## src/rtl/shadow_register_restore.sv

```systemverilog
// Shadow register file restore engine: walks the saved stack frame upward from
// register 0, issues pipelined cache loads and writes each returned word back.
module shadow_register_restore #(
  parameter int NUM_SHADOW_SAVES = 16,
  parameter int ADDR_WIDTH       = 6,
  parameter int DATA_WIDTH       = 32,
  parameter int PLEN             = 34,
  parameter int MAX_OUTSTANDING  = 2
) (
  input  logic                    clk_i,
  input  logic                    rst_i,
  input  logic                    restore_i,
  input  logic [DATA_WIDTH-1:0]   stack_ptr_i,
  output logic                    ready_o,
  output logic                    done_o,
  output logic                    error_o,
  output logic                    req_o,
  output logic [PLEN-1:0]         addr_o,
  output logic [DATA_WIDTH/8-1:0] be_o,
  input  logic                    gnt_i,
  input  logic                    rvalid_i,
  input  logic [DATA_WIDTH-1:0]   rdata_i,
  input  logic                    rerr_i,
  output logic                    shadow_we_o,
  output logic [ADDR_WIDTH-1:0]   shadow_waddr_o,
  output logic [DATA_WIDTH-1:0]   shadow_wdata_o
);

  localparam int W     = DATA_WIDTH / 8;
  localparam int LOG2W = $clog2(W);
  localparam int CW    = ADDR_WIDTH + 1;

  localparam logic [PLEN-1:0] STEP        = PLEN'(W);
  localparam logic [PLEN-1:0] FRAME_BYTES = PLEN'(W * NUM_SHADOW_SAVES);
  localparam logic [CW-1:0]   NUM_C       = CW'(NUM_SHADOW_SAVES);
  localparam logic [CW-1:0]   LAST_C      = CW'(NUM_SHADOW_SAVES - 1);
  localparam logic [CW-1:0]   ONE_C       = CW'(1);
  localparam logic [2:0]      MAX_C       = 3'(MAX_OUTSTANDING);

  typedef enum logic [1:0] {
    S_IDLE  = 2'd0,
    S_LOAD  = 2'd1,
    S_DRAIN = 2'd2
  } state_e;

  state_e          state_q, state_d;
  logic [CW-1:0]   issue_q, issue_d;
  logic [CW-1:0]   resp_q, resp_d;
  logic [2:0]      out_q, out_d;
  logic [PLEN-1:0] addr_q, addr_d;
  logic            err_q, err_d;
  logic            done_q, done_d;
  logic            error_q, error_d;

  logic [PLEN-1:0] base;
  logic            aligned;
  logic            gnt_acc;
  logic            rsp_acc;

  assign base    = PLEN'(stack_ptr_i);
  assign aligned = (stack_ptr_i[LOG2W-1:0] == '0);
  // A response with nothing outstanding is stale (e.g. from before a reset).
  assign rsp_acc = rvalid_i && (out_q != 3'd0);

  always_comb begin
    state_d     = state_q;
    issue_d     = issue_q;
    resp_d      = resp_q;
    out_d       = out_q;
    addr_d      = addr_q;
    err_d       = err_q;
    done_d      = 1'b0;
    error_d     = 1'b0;
    req_o       = 1'b0;
    gnt_acc     = 1'b0;
    shadow_we_o = 1'b0;

    unique case (state_q)
      S_IDLE: begin
        if (restore_i) begin
          if (aligned) begin
            state_d = S_LOAD;
            issue_d = '0;
            resp_d  = '0;
            out_d   = 3'd0;
            addr_d  = base - FRAME_BYTES;
            err_d   = 1'b0;
          end else begin
            done_d  = 1'b1;
            error_d = 1'b1;
          end
        end
      end

      S_LOAD: begin
        // A response in this cycle frees a slot, so issue may proceed at the limit.
        req_o   = (issue_q < NUM_C) && ((out_q < MAX_C) || rvalid_i) && !err_q;
        gnt_acc = req_o && gnt_i;
        if (gnt_acc) begin
          issue_d = issue_q + ONE_C;
          addr_d  = addr_q + STEP;
        end
        out_d = out_q + {2'b00, gnt_acc} - {2'b00, rsp_acc};
        if (rsp_acc) begin
          resp_d = resp_q + ONE_C;
          if (rerr_i) begin
            err_d = 1'b1;
            if (resp_q == LAST_C) begin
              state_d = S_IDLE;
              done_d  = 1'b1;
              error_d = 1'b1;
            end else begin
              state_d = S_DRAIN;
            end
          end else begin
            shadow_we_o = 1'b1;
            if (resp_q == LAST_C) begin
              state_d = S_IDLE;
              done_d  = 1'b1;
            end
          end
        end
      end

      S_DRAIN: begin
        out_d = out_q - {2'b00, rsp_acc};
        if (out_q == {2'b00, rsp_acc}) begin
          state_d = S_IDLE;
          done_d  = 1'b1;
          error_d = 1'b1;
        end
      end

      default: state_d = S_IDLE;
    endcase
  end

  always_ff @(posedge clk_i or posedge rst_i) begin
    if (rst_i) begin
      state_q <= S_IDLE;
      issue_q <= '0;
      resp_q  <= '0;
      out_q   <= 3'd0;
      addr_q  <= '0;
      err_q   <= 1'b0;
      done_q  <= 1'b0;
      error_q <= 1'b0;
    end else begin
      state_q <= state_d;
      issue_q <= issue_d;
      resp_q  <= resp_d;
      out_q   <= out_d;
      addr_q  <= addr_d;
      err_q   <= err_d;
      done_q  <= done_d;
      error_q <= error_d;
    end
  end

  assign ready_o        = (state_q == S_IDLE);
  assign done_o         = done_q;
  assign error_o        = error_q;
  assign addr_o         = addr_q;
  assign be_o           = {W{req_o}};
  assign shadow_waddr_o = shadow_we_o ? resp_q[ADDR_WIDTH-1:0] : '0;
  assign shadow_wdata_o = shadow_we_o ? rdata_i : '0;

  // Responses while idle are leftovers from an aborted restore and are legal.
  assert property (@(posedge clk_i) disable iff (rst_i)
    (rvalid_i && (state_q != S_IDLE)) |-> (out_q != 3'd0));
  assert property (@(posedge clk_i) disable iff (rst_i)
    restore_i |-> ready_o);

endmodule
```

## config.mk

```make
export PLATFORM = sky130hd
export DESIGN_NAME = shadow_register_restore
export DESIGN_NICKNAME = d
export VERILOG_FILES = /design/src/rtl/shadow_register_restore.sv
export SDC_FILE = /design/constraint.sdc
export NUM_CORES = 1
export LEC_CHECK = 0
export ABC_AREA = 1
export CAP_MARGIN = 20
export CORE_MARGIN = 2
export CORE_UTILIZATION = 35
export CTS_BUF_LIST = sky130_fd_sc_hd__clkbuf_4
export DETAILED_ROUTE_END_ITERATION = 8
export SLEW_MARGIN = 20
export SYNTH_ARGS = -nofsm -noshare
export SYNTH_HDL_FRONTEND = slang
export SYNTH_SLANG_ARGS = --single-unit
```

## constraint.sdc

```tcl
create_clock -name clk_i -period 2.4 [get_ports clk_i]
set_input_delay 0.48 -clock clk_i [delete_from_list [all_inputs] [get_ports clk_i]]
set_output_delay 0.48 -clock clk_i [all_outputs]
set_load 0.005 [all_outputs]
```

==> impl_metrics.py <==
metrics = {
    "run_status": {
        "status": "finished clean",
    },
    "flow_run": {
        "cap_violations": 0,
    },
    "finish": {
        "stdcell_count": 1172,
        "area_delta_synth_final_pct": 37.6,
        "nFillCells": 1456,
        "layout-drive-gt1-share": 0.131,
        "layout_common_cells": "nand2_1, nor2_1, inv_1, clkdlybuf4s50_1, nand3_1",
        "final_common_cell": "nand2_1",
        "fin_nets": 1075,
    },
    "power_and_ir_drop": {
        "switching_power_mw": 3.41,
        "clockPowerShare": 0.068,
        "p_leak_nw": 3.34,
        "intPower_mw": 3.44,
        "pwr-share-seq": 0.276,
        "switching_share": 0.498,
        "max-vdd-ir-drop_uv": 470,
        "comb_power_share": 0.655,
        "power_density_nw_per_um2": 1000,
    },
    "place": {
        "place.gp.congestion": 0.923,
        "placedCellCount": 1151,
        "place_worst_setup_slack_ns": -0.255,
        "dp_hpwl_um": 12800,
        "port_buffers": 150,
    },
    "clock_network": {
        "htree_levels": 2,
        "cts_hold_buf": 0,
        "cts_tree": "built",
        "worstSkewPairLatency_ns": 0.40,
        "cts_buffer_depth": 2,
        "cts_buffers": 5,
        "cts_sinks": 56,
        "path_clk_slew_ns": 0.19,
        "root_buffer": "clkbuf_4",
    },
    "floorplanning": {
        "ios": 151,
        "rows": 43,
        "die-area_um2": 15200,
        "die_h_um": 123,
        "core_um2": 13900,
        "die_w_um": 123,
        "initial_core_util": 0.359,
    },
    "grt": {
        "grt_pass1_wl_um": 25000,
        "antenna_found_initial": 1,
        "grt_pass1_vias": 4901,
        "grt_use_total": 0.208,
        "grt.overflow.total": 0,
        "grt_max_degree": 49,
    },
    "sta": {
        "fmax_mhz": 419,
        "worst_pin_slew_ns": 0.553,
        "finalCritPeriodShare": 0.995,
        "rsz0062_at_grt": "yes",
        "slew_headroom": 0.632,
        "setup_violations": 0,
        "timing.final.ws_setup_ns": 0.0129,
        "hold_viol": 0,
        "fin_skew_ns": 0.0119,
        "fin_crit_ns": 2.39,
        "drv_slew": 0,
    },
    "synth": {
        "synth_top_family_by_area": "simple AND/OR/NAND/NOR gates",
        "netlist_area_um2": 4980,
        "synth_compound_area_frac": 0.0890,
        "synth_edf_count": 0,
        "synthAdderAreaFrac": 0.0392,
        "ys_warn_count": 0,
        "synth-seq-cells": 56,
        "syn_area_per_cell_um2": 6.08,
        "ys_types": 40,
        "synth-main-ff-cell": "dfrtp_1",
        "synthArstFlopShare": 1.00,
        "postSynthCellCount": 819,
        "yosys.area_share.simple": 0.448,
        "yosysSeqAreaShare": 0.282,
        "synth_xor_area_frac": 0.0194,
        "synth_nets": 904,
        "yosys-mux-area-fraction": 0,
    },
    "setup_path": {
        "startpoint_type": "register",
        "worstPathMaxFanout": 19,
        "cp-end-kind": "output port",
        "required_ns": 1.92,
        "r2r_slack_ns": 0.10,
        "critPathArrivalTime_ns": 1.91,
        "critPathKind": "register to output port",
    },
    "drt": {
        "dr.first_iter.drc_count": 336,
        "postRouteWirelength_um": 16500,
        "dr.pass1.iters": 5,
        "via_count": 5713,
        "drt-wirelength-per-cell_um": 14.0,
        "drc": 0,
        "via_per_inst": 4.87,
        "antenna_left": 0,
    },
    "min_path": {
        "hold_class": "input port to asynchronous set/reset pin",
    },
}
[metrics by stage]
step	TNS (ns)	instance area, um2	total power, mW	hold WS [ns]	utilization
after floorplan	0	4980	4.50	0.459	-
after global placement	-6.33	6770	6.23	0.450	0.488
after detailed placement	-7.80	6770	6.26	0.461	0.488
after CTS	-0.150	6900	6.79	0.357	0.497
after global routing	-0.359	6850	7.48	0.376	0.493
final	0	6850	6.85	0.354	0.493
[power by group through the flow]
stage / clock (mW) / combinational [mW] / sequential (mW)
floorplan: 0 / 2.75 / 1.75
global placement: 0 / 4.33 / 1.91
detailed placement: 0 / 4.36 / 1.90
CTS: 0.485 / 4.42 / 1.89
global route: 0.513 / 5.01 / 1.95
finish: 0.468 / 4.49 / 1.89
[worst paths after layout]
kind | from | to | depth (start not counted)
setup / recovery | state_q[1]$_DFFE_PP0P_ | shadow_wdata_o[15] | 8
hold / removal | rst_i | addr_o[3]$_DFFE_PP0P_ | 2
setup reg to reg | out_q[2]$_DFFE_PP0P_ | out_q[1]$_DFFE_PP0P_ | 12
hold reg to reg | addr_o[0]$_DFFE_PP0P_ | addr_o[0]$_DFFE_PP0P_ | 2
max in group asynchronous | rst_i | addr_o[16]$_DFFE_PP0P_ | 3
min in group clk_i | addr_o[0]$_DFFE_PP0P_ | addr_o[0]$_DFFE_PP0P_ | 2
[area by class of cell]
class	count	area, um2	share of cell area
Multi-Input combinational cell	625	3040	0.444
Timing Repair Buffer	188	1690	0.247
Sequential cell	56	1400	0.205
Inverter	114	430	0.0628
Tap cell	180	225	0.0329
Clock buffer	5	37.5	0.00548
Clock inverter	3	25.0	0.00365
Antenna cell	1	2.50	0.000365
[Yosys cell counts, types with 4 or more instances]
master,count,share of area
a21oi_1,18,0.018
o21ai_0,34,0.034
nor2_4,5,0.011
o31ai_1,4,0.0060
dfrtp_1,56,0.28
nor2_1,158,0.12
nand3b_1,10,0.015
nor2_2,6,0.0075
buf_2,6,0.0060
nand4_1,14,0.018
nor3_1,5,0.0050
inv_1,109,0.082
inv_2,5,0.0038
ha_1,14,0.035
nand3_1,77,0.077
buf_4,9,0.014
a31oi_1,5,0.0063
nand2_2,6,0.0075
nand2_1,234,0.18
xor2_1,9,0.016
[sequential cells by signal, summed over array words and instances, names as in the netlist]
name / cells
resp_q: 7
error_o: 1
state_q: 2
err_q: 1
out_q: 3
addr_o: 34
issue_q: 7
done_o: 1
[what timing repair did]
action                     in CTS  in global routing
setup endpoints to repair      44                 45
pin swaps                       0                  5
gates cloned                    1                  1
buffers inserted                6                  5
gates resized for setup        76                 77
[layer usage]
layer / GRT usage / share of wire
met3: 0.0226 / 0.067
met5: 0 / 0
met2: 0.330 / 0.46
met4: 0.0384 / 0.0080
met1: 0.307 / 0.47
[kinds of logic (layout without fill, tap and decap cells)]
kind of cell | count (synthesis) | count (layout)
AND/OR/NAND/NOR | 521 | 521
buffers and inverters | 138 | 310
AO/OA/AOI/OAI | 78 | 78
flip-flops | 56 | 56
adder cells (fa/ha/maj) | 15 | 15
XOR/XNOR | 11 | 11
other | 0 | 1
[critical path, cell delays in order, from the launching register on]
cell and delay, ns:
dfrtp_1 0.43, inv_2 0.09, ha_4 0.14, inv_2 0.06, nor3_4 0.23, inv_4 0.09, buf_12 0.16, nor2_1 0.08
clkdlybuf4s15_1 0.20
Note: power is estimated with default switching activity, not from simulation.
